File: src/rtl/mem_access_ctrl.sv
// Memory access controller: owns MAR/MDR, runs a req/ack handshake against
// variable-latency memory and returns a one-cycle ready pulse (o_R).
//
// state | meaning
// ------+-----------------------------------------------------------
// IDLE  | no access in flight; waits for i_MIO_EN with Armed set
// REQ   | o_MemReq high with latched address/data/WE until i_MemAck
// DONE  | o_R high for one cycle; read data available for the MDR
module mem_access_ctrl (
  input  logic        i_Clk,
  input  logic        i_Rst_L,
  input  logic [15:0] i_Bus,
  input  logic        i_LD_MAR,
  input  logic        i_LD_MDR,
  input  logic        i_MIO_EN,
  input  logic        i_R_W,
  input  logic        i_MemAck,
  input  logic [15:0] i_MemRData,
  output logic [15:0] o_MAR,
  output logic [15:0] o_MDR,
  output logic        o_R,
  output logic        o_MemReq,
  output logic        o_MemWE,
  output logic [15:0] o_MemAddr,
  output logic [15:0] o_MemWData
);

  typedef enum logic [1:0] {
    IDLE = 2'd0,
    REQ  = 2'd1,
    DONE = 2'd2
  } state_t;

  state_t      state_q, state_d;
  logic        armed_q, armed_d;
  logic [15:0] mar_q, mar_d;
  logic [15:0] mdr_q, mdr_d;
  logic [15:0] addr_lat_q, addr_lat_d;
  logic [15:0] wdata_lat_q, wdata_lat_d;
  logic        we_lat_q, we_lat_d;
  logic [15:0] rdata_buf_q, rdata_buf_d;

  always_ff @(posedge i_Clk) begin
    if (!i_Rst_L) begin
      state_q     <= IDLE;
      armed_q     <= 1'b1;
      mar_q       <= 16'h0000;
      mdr_q       <= 16'h0000;
      addr_lat_q  <= 16'h0000;
      wdata_lat_q <= 16'h0000;
      we_lat_q    <= 1'b0;
      rdata_buf_q <= 16'h0000;
    end else begin
      state_q     <= state_d;
      armed_q     <= armed_d;
      mar_q       <= mar_d;
      mdr_q       <= mdr_d;
      addr_lat_q  <= addr_lat_d;
      wdata_lat_q <= wdata_lat_d;
      we_lat_q    <= we_lat_d;
      rdata_buf_q <= rdata_buf_d;
    end
  end

  always_comb begin
    state_d     = state_q;
    armed_d     = armed_q;
    addr_lat_d  = addr_lat_q;
    wdata_lat_d = wdata_lat_q;
    we_lat_d    = we_lat_q;
    rdata_buf_d = rdata_buf_q;

    unique case (state_q)
      IDLE: begin
        if (!i_MIO_EN) begin
          armed_d = 1'b1;
        end else if (armed_q) begin
          // Latch pre-edge MAR/MDR so same-cycle loads do not leak in.
          state_d     = REQ;
          armed_d     = 1'b0;
          addr_lat_d  = mar_q;
          wdata_lat_d = mdr_q;
          we_lat_d    = i_R_W;
        end
      end
      REQ: begin
        if (i_MemAck) begin
          state_d = DONE;
          if (!we_lat_q) begin
            rdata_buf_d = i_MemRData;
          end
        end
      end
      DONE: begin
        state_d = IDLE;
        if (!i_MIO_EN) begin
          armed_d = 1'b1;
        end
      end
      default: begin
        state_d = IDLE;
      end
    endcase
  end

  always_comb begin
    mar_d = mar_q;
    if (i_LD_MAR) begin
      mar_d = i_Bus;
    end
  end

  // While the control FSM waits on R (MIO_EN high) the MDR holds.
  always_comb begin
    mdr_d = mdr_q;
    if (i_LD_MDR) begin
      if (state_q == DONE && !we_lat_q) begin
        mdr_d = rdata_buf_q;
      end else if (!i_MIO_EN) begin
        mdr_d = i_Bus;
      end
    end
  end

  always_comb begin
    o_MAR      = mar_q;
    o_MDR      = mdr_q;
    o_R        = (state_q == DONE);
    o_MemReq   = (state_q == REQ);
    o_MemWE    = o_MemReq & we_lat_q;
    o_MemAddr  = o_MemReq ? addr_lat_q  : 16'h0000;
    o_MemWData = o_MemReq ? wdata_lat_q : 16'h0000;
  end

endmodule

File: config.mk
export PLATFORM = sky130hd
export DESIGN_NAME = mem_access_ctrl
export DESIGN_NICKNAME = d
export VERILOG_FILES = /design/src/rtl/mem_access_ctrl.sv
export SDC_FILE = /design/constraint.sdc
export NUM_CORES = 1
export LEC_CHECK = 0
export CORE_MARGIN = 3
export CORE_UTILIZATION = 45
export CTS_BUF_LIST = sky130_fd_sc_hd__clkbuf_16
export DETAILED_ROUTE_END_ITERATION = 8
export PLACE_DENSITY = 0.82
export SYNTH_ARGS = -nofsm -noshare
export SYNTH_HDL_FRONTEND = slang
export SYNTH_SLANG_ARGS = --single-unit
export TNS_END_PERCENT = 1
File: constraint.sdc
create_clock -name i_Clk -period 4.2 [get_ports i_Clk]
set_input_delay 1.26 -clock i_Clk [delete_from_list [all_inputs] [get_ports i_Clk]]
set_output_delay 1.26 -clock i_Clk [all_outputs]
set_load 0.1 [all_outputs]
==> results.sh <==
export IMPL_place_congestion=0.843
export IMPL_grt_pass1_wl_um=15100
export IMPL_crit_path_start="state_q[0]$_SDFFE_PN0P_"
export IMPL_drc=0
export IMPL_grt_pass1_vias=2976
export IMPL_synth_area_per_cell_um2=9.00
export IMPL_crit_buf_inv=1
export IMPL_critical_path_max_stage_delay_ps=800
export IMPL_clkSinkCount=84
export IMPL_p_seq_share_pct=43.1
export IMPL_hold_buffers=0
export IMPL_maxCapViolCount=0
export IMPL_drv_slew=0
export IMPL_grt_antenna_before_repair=0
export IMPL_critPathMaxFanout=36
export IMPL_synth_top_family_by_area="simple AND/OR/NAND/NOR gates"
export IMPL_startpoint_type="register"
export IMPL_hold_violations=0
export IMPL_synth_area_um2=3710
export IMPL_ant_nets=0
export IMPL_path_class="register to primary output"
export IMPL_p_leak_nw=1.89
export IMPL_synth_compound_area_share_pct=20.5
export IMPL_start_util_pct=47.3
export IMPL_crit_required_ps=2940
export IMPL_synth_cell_types=27
export IMPL_rsz0062_at_grt="no"
export IMPL_fill_cells=668
export IMPL_postSynthCellCount=412
export IMPL_worst_setup_path_end_kind="primary output"
export IMPL_clock_path_buffers=2
export IMPL_drt_iter0_markers=134
export IMPL_synth_adder_area_share_pct=0
export IMPL_grt_max_degree=54
export IMPL_gr_total_overflow=0
export IMPL_die_h_um=96.8
export IMPL_fp_coreArea_um2=7850
export IMPL_synthMuxAreaShare_pct=4.32
export IMPL_fp_row_count=32
export IMPL_finClkSkew_ps=5.11
export IMPL_switching_share_pct=30.3
export IMPL_crit_chain="and2b_1, and2_1, buf_4"
export IMPL_ioPinCount=106
export IMPL_fin_ws_ps=630
export IMPL_pwr_share_clk_pct=36.3
export IMPL_vias=3145
export IMPL_drt_total_wl_um=9280
export IMPL_grtUsageTotal_pct=19.7
export IMPL_die_w_um=96.8
export IMPL_diodes=0
export IMPL_yosys_area_share_simple_pct=23.2
export IMPL_finalCriticalPeriod_ps=3570
export IMPL_cp_top_family="simple AND/OR/NAND/NOR gates"
export IMPL_internal_power_w=0.00141
export IMPL_avgRoutedWirePerCell_um=15.4
export IMPL_worst_slew_pin_slew_ps=1010
export IMPL_status="finished, final reports clean"
export IMPL_dieArea_um2=9370
export IMPL_pwr_share_comb_pct=20.6
export IMPL_min_delay_start="addr_lat_q[1]$_SDFFE_PN0P_"
export IMPL_ys_ff_latch=84
export IMPL_p_per_area_nw_per_um2=407
export IMPL_pre_cts_slack_ps=969
export IMPL_setup_viol=0
export IMPL_dp_hpwl_um=6800
export IMPL_min_path_type="register to register"
export IMPL_dr_pass1_iters=4
export IMPL_h_tree_depth=3
export IMPL_seq_area_frac_synth_pct=45.3
export IMPL_post_route_period_util_pct=85.0
export IMPL_regArea_um2=1680
export IMPL_nets=538
export IMPL_portBuffers=105
export IMPL_place_inst=590
export IMPL_setup_tns_ps=0
export IMPL_critical_path_arrival_ps=2310
export IMPL_clk_pin_slew_worst_paths_ps=60
export IMPL_vias_per_cell=5.21
export IMPL_syn_num_nets=451
export IMPL_yosysWarnings=0
export IMPL_insertion_delay_ps=330
export IMPL_fin_cells=604
export IMPL_r2r_start="state_q[1]$_SDFFE_PN0P_"
export IMPL_cpMaxStageDelayCell="and2b_1"
export IMPL_vdd_drop_max_mv=0.185
export IMPL_root_buffer="clkbuf_16"
export IMPL_cts_tree="yes"
export IMPL_relSlewSlack_pct=32.7
export IMPL_cts_made_buffers=9
export IMPL_synthXorXnorAreaFrac_pct=0
export IMPL_drive_above_1_share_pct=15.5
export IMPL_clock_fmax_mhz=280
export IMPL_cts_setup_buffers=0
export IMPL_ctsResizeCount=0
export IMPL_syn_to_final_growth_pct=34.2
export IMPL_multi_input_area_um2=1820
export IMPL_switchingPower_w=0.000613
flip-flops by register name, indices dropped and copies added (netlist names):
| signal | count |
|---|---|
| addr_lat_q | 16 |
| armed_q | 1 |
| o_MAR | 16 |
| o_MDR | 16 |
| rdata_buf_q | 16 |
| state_q | 2 |
| wdata_lat_q | 16 |
| we_lat_q | 1 |
kinds of logic (layout without fill, tap and decap cells):
logic type | after synthesis | count (layout)
compound gates | 84 | 84
buf+inv | 53 | 143
flops | 84 | 84
mux | 16 | 16
simple gates | 175 | 175
cell type report:
type                    instances  share of cell area, %
multi-input cells             275                   36.5
clock buffers                   9                   4.52
flip-flops and latches         84                   33.8
repair buffers                113                   20.5
clock inverters                 5                  0.930
inverters                      16                   1.21
well taps                     102                   2.56
worst reg2reg max path, stage by stage, from the launching register on:
cell      delay (ps)
dfxtp_1          530
nor3b_4          640
buf_4            360
nor3_1            90
a311oi_1         280
cells in the mapped netlist:
cell type	count	area share, %
nand2_1	98	9.9
and3_1	1	0.17
o31ai_1	6	1.2
o21a_1	1	0.20
o211ai_1	1	0.20
and2b_1	1	0.20
a21boi_1	49	9.9
o21ai_1	1	0.13
nor2b_1	19	3.2
o31ai_2	10	3.4
dfxtp_1	84	45
and4bb_1	1	0.34
a311oi_2	10	4.0
inv_1	16	1.6
buf_4	3	0.61
nor3_1	16	2.2
nand4bb_1	2	0.61
mux2i_1	16	4.3
nand2b_1	1	0.17
and2_1	33	5.6
a311oi_1	6	1.4
nor4bb_1	2	0.54
clkbuf_1	13	1.3
clkbuf_2	1	0.13
buf_2	19	2.6
buf_8	1	0.40
nor3b_2	1	0.34
final timing paths:
| check | depth (start not counted) | slack, ps | endpoint |
|---|---|---|---|
| setup / recovery | 3 | 630 | o_MemWData[2] |
| hold / removal | 2 | 450 | addr_lat_q[1]$_SDFFE_PN0P_ |
| setup reg to reg | 4 | 2210 | o_MDR[4]$_SDFFE_PN0P_ |
| hold reg to reg | 2 | 450 | addr_lat_q[1]$_SDFFE_PN0P_ |
power by group through the flow:
stage,sequential (W),clock (W),combinational [W]
global placement,0.000888,0,0.000413
detailed placement,0.000889,0,0.000419
finish,0.000873,0.000734,0.000417
CTS,0.000873,0.000741,0.000420
global route,0.000878,0.000782,0.000439
floorplan,0.00103,0,0.000159
per-stage QoR:
stage               utilization (%)  total power, W  hold slack, ps  instance area, um^2
finish                         63.4         0.00202             447                 4980
global route                   63.4         0.00210             473                 4980
CTS                            63.4         0.00203             449                 4980
detailed placement             60.0         0.00131             441                 4710
global placement               60.0         0.00130             436                 4710
floorplan                         -         0.00118             430                 3710
per-layer routing:
layer	GRT usage [%]	routed length, um
met1	25.6	4060
met3	4.40	547
met5	0	0
met4	8.75	216
met2	31.4	4460
cell usage in the layout, fill, tap and decap left out, drive strengths merged:
cell type and count:
nor3 16, inv 17, and4bb 1, clkinv 3, o21ai 1, a311oi 16
nand2b 1, a21boi 49, dfxtp 84, nand4bb 2, o31ai 16, o21a 1
and2 33, bufinv 1, nor2b 19, and3 1, nor3b 1, nor4bb 2
and2b 1, o211ai 1, clkdlybuf4s50 69, mux2i 16, nand2 98, buf 44
clkbuf 9
Note: power is estimated with default switching activity, not from simulation.
